==> src/rtl/spram_pkg.sv <==
// spram_pkg: shared widths, FSM states and request record for the SPRAM arbiter
package spram_pkg;
  localparam int DATA_WIDTH = 8;
  localparam int ADDRESS_WIDTH = 30;
  localparam logic OWN_A = 1'b0;
  localparam logic OWN_B = 1'b1;
  typedef enum logic [1:0] {IDLE, ACCESS, RESP} spram_arb_state_e;
  typedef struct packed {
    logic                     we;
    logic [ADDRESS_WIDTH-1:0] addr;
    logic [DATA_WIDTH-1:0]    wdata;
    logic                     owner;
  } spram_req_t;
endpackage

==> src/rtl/spram_rr_arbiter.sv <==
// spram_rr_arbiter: 2-way grant; round-robin with SPRAM_ARB_RR_EN, fixed A-priority otherwise
module spram_rr_arbiter (
  input  logic a_valid,
  input  logic b_valid,
  input  logic last_grant,
  output logic grant_a,
  output logic grant_b
);
`ifndef SPRAM_ARB_RR_EN
  logic unused_last_grant;
  assign unused_last_grant = last_grant;
`endif
  // on a tie, round-robin favours whoever was not granted last (last_grant=1 means B)
  always_comb begin
`ifdef SPRAM_ARB_RR_EN
    grant_a = a_valid && (!b_valid || last_grant);
`else
    grant_a = a_valid;
`endif
    grant_b = b_valid && !grant_a;
  end
endmodule

==> src/rtl/spram_arbiter.sv <==
// spram_arbiter: serialises two valid/ready requesters onto one single-port RAM (SPRAM_ARB_RR_EN selects round-robin)
module spram_arbiter
  import spram_pkg::*;
#(
  parameter int DATA_WIDTH    = spram_pkg::DATA_WIDTH,
  parameter int ADDRESS_WIDTH = spram_pkg::ADDRESS_WIDTH
) (
  input  logic                     clk,
  input  logic                     rst_n,
  input  logic                     a_valid,
  input  logic                     a_we,
  input  logic [ADDRESS_WIDTH-1:0] a_addr,
  input  logic [DATA_WIDTH-1:0]    a_wdata,
  output logic                     a_ready,
  output logic                     a_rsp_valid,
  output logic [DATA_WIDTH-1:0]    a_rdata,
  input  logic                     b_valid,
  input  logic                     b_we,
  input  logic [ADDRESS_WIDTH-1:0] b_addr,
  input  logic [DATA_WIDTH-1:0]    b_wdata,
  output logic                     b_ready,
  output logic                     b_rsp_valid,
  output logic [DATA_WIDTH-1:0]    b_rdata,
  output logic                     mem_cs,
  output logic                     mem_we,
  output logic                     mem_oe,
  output logic [ADDRESS_WIDTH-1:0] mem_addr,
  output logic [DATA_WIDTH-1:0]    mem_wdata,
  input  logic [DATA_WIDTH-1:0]    mem_rdata
);
  spram_arb_state_e      state_q, state_d;
  spram_req_t            req_q, req_d;
  logic                  last_grant_q, last_grant_d;
  logic [DATA_WIDTH-1:0] a_rdata_q, a_rdata_d, b_rdata_q, b_rdata_d;
  logic                  grant_a, grant_b;

  spram_rr_arbiter u_arb (
    .a_valid   (a_valid),
    .b_valid   (b_valid),
    .last_grant(last_grant_q),
    .grant_a   (grant_a),
    .grant_b   (grant_b)
  );

  // handshake, RAM drive, read return (live in RESP, held afterwards) and next-state logic
  always_comb begin
    a_ready      = rst_n && state_q == IDLE && grant_a;
    b_ready      = rst_n && state_q == IDLE && grant_b;
    a_rsp_valid  = state_q == RESP && req_q.owner == OWN_A;
    b_rsp_valid  = state_q == RESP && req_q.owner == OWN_B;
    a_rdata      = a_rsp_valid ? mem_rdata : a_rdata_q;
    b_rdata      = b_rsp_valid ? mem_rdata : b_rdata_q;
    mem_cs       = state_q == ACCESS;
    mem_we       = mem_cs && req_q.we;
    mem_oe       = mem_cs && !req_q.we;
    mem_addr     = req_q.addr;
    mem_wdata    = req_q.wdata;
    a_rdata_d    = a_rdata;
    b_rdata_d    = b_rdata;
    last_grant_d = b_ready ? OWN_B : a_ready ? OWN_A : last_grant_q;
    req_d        = b_ready ? spram_req_t'{we: b_we, addr: b_addr, wdata: b_wdata, owner: OWN_B} :
                   a_ready ? spram_req_t'{we: a_we, addr: a_addr, wdata: a_wdata, owner: OWN_A} : req_q;
    state_d      = state_q == IDLE   ? ((a_ready || b_ready) ? ACCESS : IDLE) :
                   state_q == ACCESS ? (req_q.we ? IDLE : RESP) : IDLE;
  end

  // state, request latch and held read data; reset drops any in-flight request
  always_ff @(posedge clk or negedge rst_n) begin
    if (!rst_n) begin
      state_q      <= IDLE;
      req_q        <= '0;
      last_grant_q <= OWN_B;
      a_rdata_q    <= '0;
      b_rdata_q    <= '0;
    end else begin
      state_q      <= state_d;
      req_q        <= req_d;
      last_grant_q <= last_grant_d;
      a_rdata_q    <= a_rdata_d;
      b_rdata_q    <= b_rdata_d;
    end
  end
endmodule

==> config.mk <==
export PLATFORM = sky130hd
export DESIGN_NAME = spram_arbiter
export DESIGN_NICKNAME = d
export VERILOG_FILES = /design/src/rtl/spram_pkg.sv /design/src/rtl/spram_rr_arbiter.sv /design/src/rtl/spram_arbiter.sv
export SDC_FILE = /design/constraint.sdc
export NUM_CORES = 1
export LEC_CHECK = 0
export ABC_CLOCK_PERIOD_IN_PS = 4670
export CAP_MARGIN = 20
export CORE_ASPECT_RATIO = 2
export CORE_MARGIN = 2
export CORE_UTILIZATION = 44
export DETAILED_ROUTE_END_ITERATION = 10
export PLACE_DENSITY = 0.87
export SLEW_MARGIN = 5
export SYNTH_ARGS = -nofsm -noshare
export SYNTH_HDL_FRONTEND = slang
export SYNTH_SLANG_ARGS = --single-unit
export TNS_END_PERCENT = 5
==> constraint.sdc <==
create_clock -name clk -period 4.67 [get_ports clk]
set_clock_uncertainty 0.1 [all_clocks]
set_input_delay 0.467 -clock clk [delete_from_list [all_inputs] [get_ports clk]]
set_output_delay 0.467 -clock clk [all_outputs]
set_load 0.05 [all_outputs]
==> metrics.csv, run 1 <==
metric,value,unit
Syn. warnings,0,
Final Routed Wirelength,7010,µm
DR pass1 iterations,4,
Antenna diodes,0,
CTS Buffer Depth,2,
Register-to-Register Path Depth,3,
CTS tree,done,
layout cells sized above 1,34.1,%
port bufs,150,
DP Area,4310,µm²
GRT Util Overall,19.7,%
worst reg2reg startpoint,state_q[0],
first-pass GRT wire length,11300,µm
Post-CTS Resized,0,
Yosys reg bits,58,
FP Rows,42,
Mapped Avg Cell Area,14.3,µm²
largest net degree at the start of global routing,59,
Leakage,1.94,nW
grt total ovfl,0,
Fin. Hold Viols,0,
CP Launch Point,state_q[0],
H-tree level count,3,
Yosys top cell by area,dfrtp_1,
TritonCTS buffer count,9,
Post-Layout Cell Count,422,
CP endpoint kind,primary output,
synth top area cells,"dfrtp_1, mux2_2, buf_4",
Worst Path Required,4.10,ns
Comb pwr share,49.8,%
fin nets,419,
# DRC,0,
post-synthesis sequential area ratio,47.8,%
RSZ-0062 raised after global routing,no,
fin crit period,2.90,ns
setup slack after placement,2.07,ns
"commonest non-fill, non-tap cell in the layout",clkdlybuf4s50_1,
WL/cell,16.6,µm
Die H,122,µm
sw frac,40.2,%
worst rel slew slack,31.1,%
CP arrival,2.34,ns
internal power,1.70,mW
Core ar.,6670,µm²
slowest CP cell,clkdlybuf4s50_1,
crit start category,flop,
Initial Util,45.5,%
Iter 0 DRT Violations,60,
fin. max-slew vios,0,
Seq pwr share,26.6,%
placed cell count,406,
Post-CTS Setup Repair Bufs,0,
synthesized area,3040,µm²
Clk network pwr share,23.6,%
Die X,62.8,µm
initial antenna violation count,0,
Syn-to-layout area delta,52.2,%
crit-path cells,"nand3b_1, mux2_2, clkdlybuf4s50_1",
later-pin clock latency in the skew report,0.31,ns
Synth cell types,17,
Final setup viols,0,
vias per cell,4.80,
CP Class,reg2out,
Vias,2024,
FMAX,344,MHz
Setup WS post-layout,1.77,ns
worst min path class,in2async,
P_sw,1.14,mW
"commonest cells after routing, fill and taps aside","clkdlybuf4s50_1, mux2_2, dfrtp_1, mux2_4, clkbuf_16",
DIE AREA,7630,µm²
hold_buf cts,0,
Final period util,62.2,%
CTS clock-pin slew for the worst setup and hold paths,0.05,ns
status,"complete, no violations",
max-cap violation count,0,
post-synthesis instance total,213,
worst slew pin tran,1.03,ns
root buf cell,clkbuf_16,
vias in the first global route,2274,
crit path max fanout,9,
post-synth top area share,47.8,%
CP max stage delay,0.81,ns
PwrDens,615,nW/µm²
Syn Nets,303,
IO Count,151,
hpwl dp,5200,µm
VDD IR-drop max,0.366,mV
cell area after layout,4630,µm²
Routability Congestion,0.784,
Setup Total Neg Slack,0,ns
Antenna Violating Nets Remaining,0,
clock sinks,58,
[flip-flops by register name, summed over array words and instances, names as in the netlist]
signal,count
mem_addr,30
req_q,2
state_q,2
b_rdata_q,8
a_rdata_q,8
mem_wdata,8
[logic make-up (layout without fill, tap and decap cells)]
logic type	after synthesis	in the layout	share of synthesized area, %
AO/OA/AOI/OAI	2	2	0.412
buffers and inverters	48	169	11.7
flip-flops	58	58	47.8
multiplexers	94	94	37.3
AND/OR/NAND/NOR	11	11	2.80
[stage by stage]
| step | hold WS (ns) | utilization, % | power (mW) |
|---|---|---|---|
| 2_1_floorplan | 0.0714 | - | 1.83 |
| 3_3_place_gp | 0.378 | 64.6 | 2.16 |
| 3_5_place_dp | 0.384 | 64.6 | 2.19 |
| 4_1_cts | 0.278 | 69.3 | 2.88 |
| 5_1_grt | 0.319 | 69.3 | 2.96 |
| 6_report | 0.247 | 69.3 | 2.84 |
[critical path, delay by kind of cell, from the launching register on]
family | cells | cell delay [ns]
buffers and inverters | 1 | 0.81
flip-flops | 1 | 0.40
multiplexers | 1 | 0.37
AND/OR/NAND/NOR | 1 | 0.45
[area by class of cell]
class	count	area, µm²
well taps	88	110
clock inverters	1	30.0
repair buffers	152	1510
inverters	1	3.75
multi-input cells	107	1230
fillers	496	2050
clock buffers	15	288
flip-flops and latches	58	1450
[Yosys cell counts]
| master | n |
|---|---|
| mux2_2 | 74 |
| dfrtp_1 | 58 |
| buf_4 | 42 |
| mux2_4 | 20 |
| buf_2 | 3 |
| nor2b_1 | 3 |
| and2_1 | 2 |
| buf_6 | 2 |
| a21oi_1 | 1 |
| and3b_1 | 1 |
| inv_1 | 1 |
| nand2b_4 | 1 |
| nand3b_1 | 1 |
| nor2_1 | 1 |
| nor3b_1 | 1 |
| nor3b_2 | 1 |
| o21a_1 | 1 |
[power groups by stage]
stage          sequential (mW)  combinational [mW]  clock [mW]
2_1_floorplan            0.739                1.09           0
3_3_place_gp             0.754                1.41           0
3_5_place_dp             0.765                1.42           0
4_1_cts                  0.760                1.43       0.687
5_1_grt                  0.783                1.47       0.711
6_report                 0.757                1.42       0.670
[path summary, 6_finish.rpt]
check	endpoint	slack, ns
worst max register to register	mem_addr[8]	2.47
worst min register to register	a_rdata_q[2]	0.39
min in group clk	a_rdata_q[2]	0.39
max in group asynchronous	req_q[39]	3.76
worst max-delay path	b_rdata[3]	1.77
worst min-delay path	mem_addr[6]	0.25
[routing by layer]
layer,GRT usage (%),share of wire (%),up-vias
met3,4.99,5.8,14
li1,-,-,936
met5,0,0,-
met1,18.0,33,983
met2,38.4,59,91
met4,11.1,2.5,0
Power figures use the tool's default switching activity.
==> inputs of run 2 (changes only) <==
Settings changed: ABC_CLOCK_PERIOD_IN_PS 4670 to 2700, CORE_UTILIZATION 44 to 41, PLACE_DENSITY 0.87 to 0.82.
Clock period 4.67 ns to 2.7 ns, I/O delays scaled along.
==> metrics.csv, run 2 (same netlist as run 1, synthesis figures left out) <==
metric,value,unit,change
RSZ-0062 raised after global routing,no,,unchanged
"commonest non-fill, non-tap cell in the layout",clkdlybuf4s50_1,,unchanged
Initial Util,42.1,%,was 45.5%
max-cap violation count,0,,unchanged
fin util,66.0,%,was 69.3%
Post-CTS Setup Repair Bufs,0,,unchanged
vias in the first global route,2316,,was 2274
Core ar.,7210,µm²,was 6670 µm²
later-pin clock latency in the skew report,0.32,ns,was 0.31 ns
Final period util,90.1,%,
first-pass GRT wire length,11300,µm,about the same
initial antenna violation count,1,,was 0
layout cells sized above 1,40.8,%,was 34.1%
Leakage,2.03,nW,was 1.94 nW
Die H,126,µm,was 122 µm
Final setup viols,0,,unchanged
max FFs per register,30,,unchanged
clock sinks,58,,unchanged
Die X,64.9,µm,was 62.8 µm
Setup WS post-layout,0.268,ns,was 1.77 ns
crit path max fanout,4,,was 9
worst rel slew slack,51.4,%,was 31.1%
VDD IR-drop max,0.732,mV,was 0.366 mV
FP Rows,44,,was 42
Syn-to-layout area delta,56.7,%,was 52.2%
CP endpoint kind,primary output,,unchanged
fill count,541,,was 496
worst min path class,in2async,,unchanged
Vias,2032,,was 2024
Worst Path Required,2.33,ns,was 4.10 ns
Post-CTS Resized,0,,unchanged
Final Routed Wirelength,7180,µm,was 7010 µm
critical path's top delay family,buffers and inverters,,unchanged
largest net degree at the start of global routing,59,,unchanged
fin nets,424,,was 419
GRT Util Overall,18.8,%,was 19.7%
CP max stage delay,0.80,ns,was 0.81 ns
DIE AREA,8160,µm²,was 7630 µm²
CTS Buffer Depth,2,,unchanged
setup slack after placement,0.570,ns,was 2.07 ns
PwrDens,1050,nW/µm²,was 615 nW/µm²
CTS tree,done,,unchanged
buffers and inverters on the worst path,1,,unchanged
CTS clock-pin slew for the worst setup and hold paths,0.05,ns,about the same
Iter 0 DRT Violations,34,,was 60
status,"complete, no violations",,unchanged
# DRC,0,,unchanged
area of the multi-input gates,1230,µm²,unchanged
Routability Congestion,0.714,,was 0.784
crit-path cells,"nand3b_1, mux2_2, clkdlybuf4s50_1",,unchanged
fin crit period,2.43,ns,
Fin. Hold Viols,0,,unchanged
FMAX,411,MHz,
H-tree level count,3,,unchanged
DR pass1 iterations,4,,unchanged
CP arrival,2.06,ns,was 2.34 ns
sequential cell area,1450,µm²,unchanged
slowest CP cell,clkdlybuf4s50_1,,unchanged
worst slew pin tran,0.728,ns,was 1.03 ns
vias per cell,4.71,,was 4.80
grt total ovfl,0,,unchanged
crit start category,flop,,unchanged
Setup Total Neg Slack,0,ns,unchanged
hpwl dp,5530,µm,was 5200 µm
port bufs,150,,unchanged
TritonCTS buffer count,9,,unchanged
CP Class,reg2out,,unchanged
Antenna Violating Nets Remaining,0,,unchanged
hold_buf cts,0,,unchanged
root buf cell,clkbuf_16,,unchanged
"commonest cells after routing, fill and taps aside","clkdlybuf4s50_1, mux2_2, dfrtp_1, mux2_4, buf_12",,"was clkdlybuf4s50_1, mux2_2, dfrtp_1, mux2_4, clkbuf_16"
IO Count,151,,unchanged
WL/cell,16.7,µm,was 16.6 µm
fin. max-slew vios,0,,unchanged
[run 2: where the power goes]
part           total [mW]  internal (mW)  switching, mW
sequential           1.31           1.18          0.131
clock                1.07          0.710          0.356
combinational        2.63           1.09           1.54
total                5.00           2.97           2.03
[run 2: final timing paths]
path	cells after the start	startpoint	end	slack, ns
max	3	state_q[0]	b_rdata[2]	0.27
min	2	rst_n	mem_addr[19]	0.04
max reg2reg	4	state_q[0]	mem_addr[20]	0.77
min reg2reg	1	b_rdata_q[6]	b_rdata_q[6]	0.39
max in group asynchronous	2	rst_n	b_rdata_q[4]	1.98
min in group clk	4	rst_n	req_q[0]	0.37
[run 2: worst register-to-register path: stages, from the launching register on]
cell and delay (ns):
dfrtp_1 0.40, nor3b_2 0.28, o21a_2 0.45, buf_4 0.27, mux2_4 0.32
[run 2: cell type report]
class,count,area share (%)
Clock inverter,2,0.210
Clock buffer,13,5.89
Timing Repair Buffer,157,35.0
Multi-Input combinational cell,107,25.9
Antenna cell,1,0.0525
Inverter,1,0.0788
Sequential cell,58,30.5
Tap cell,92,2.42
[run 2: per-layer routing]
layer	part of all wire, %	routed length (µm)	track usage (%)	up-vias
met5	0	0	0	-
met4	4.0	290	10.9	0
met3	6.9	498	5.09	17
met2	58	4150	35.1	90
met1	31	2250	17.3	984
li1	-	-	-	941
[run 2: stage by stage]
stage                     hold WS [ns]  cell area, µm²  std cells  power, mW
final                           0.0439            4760        431       5.00
after floorplan                 -0.126            3040        213       3.17
after CTS                       0.0725            4760        430       5.06
after global routing             0.122            4760        431       5.20
after global placement           0.380            4470        415       3.92
after detailed placement         0.386            4470        415       3.97
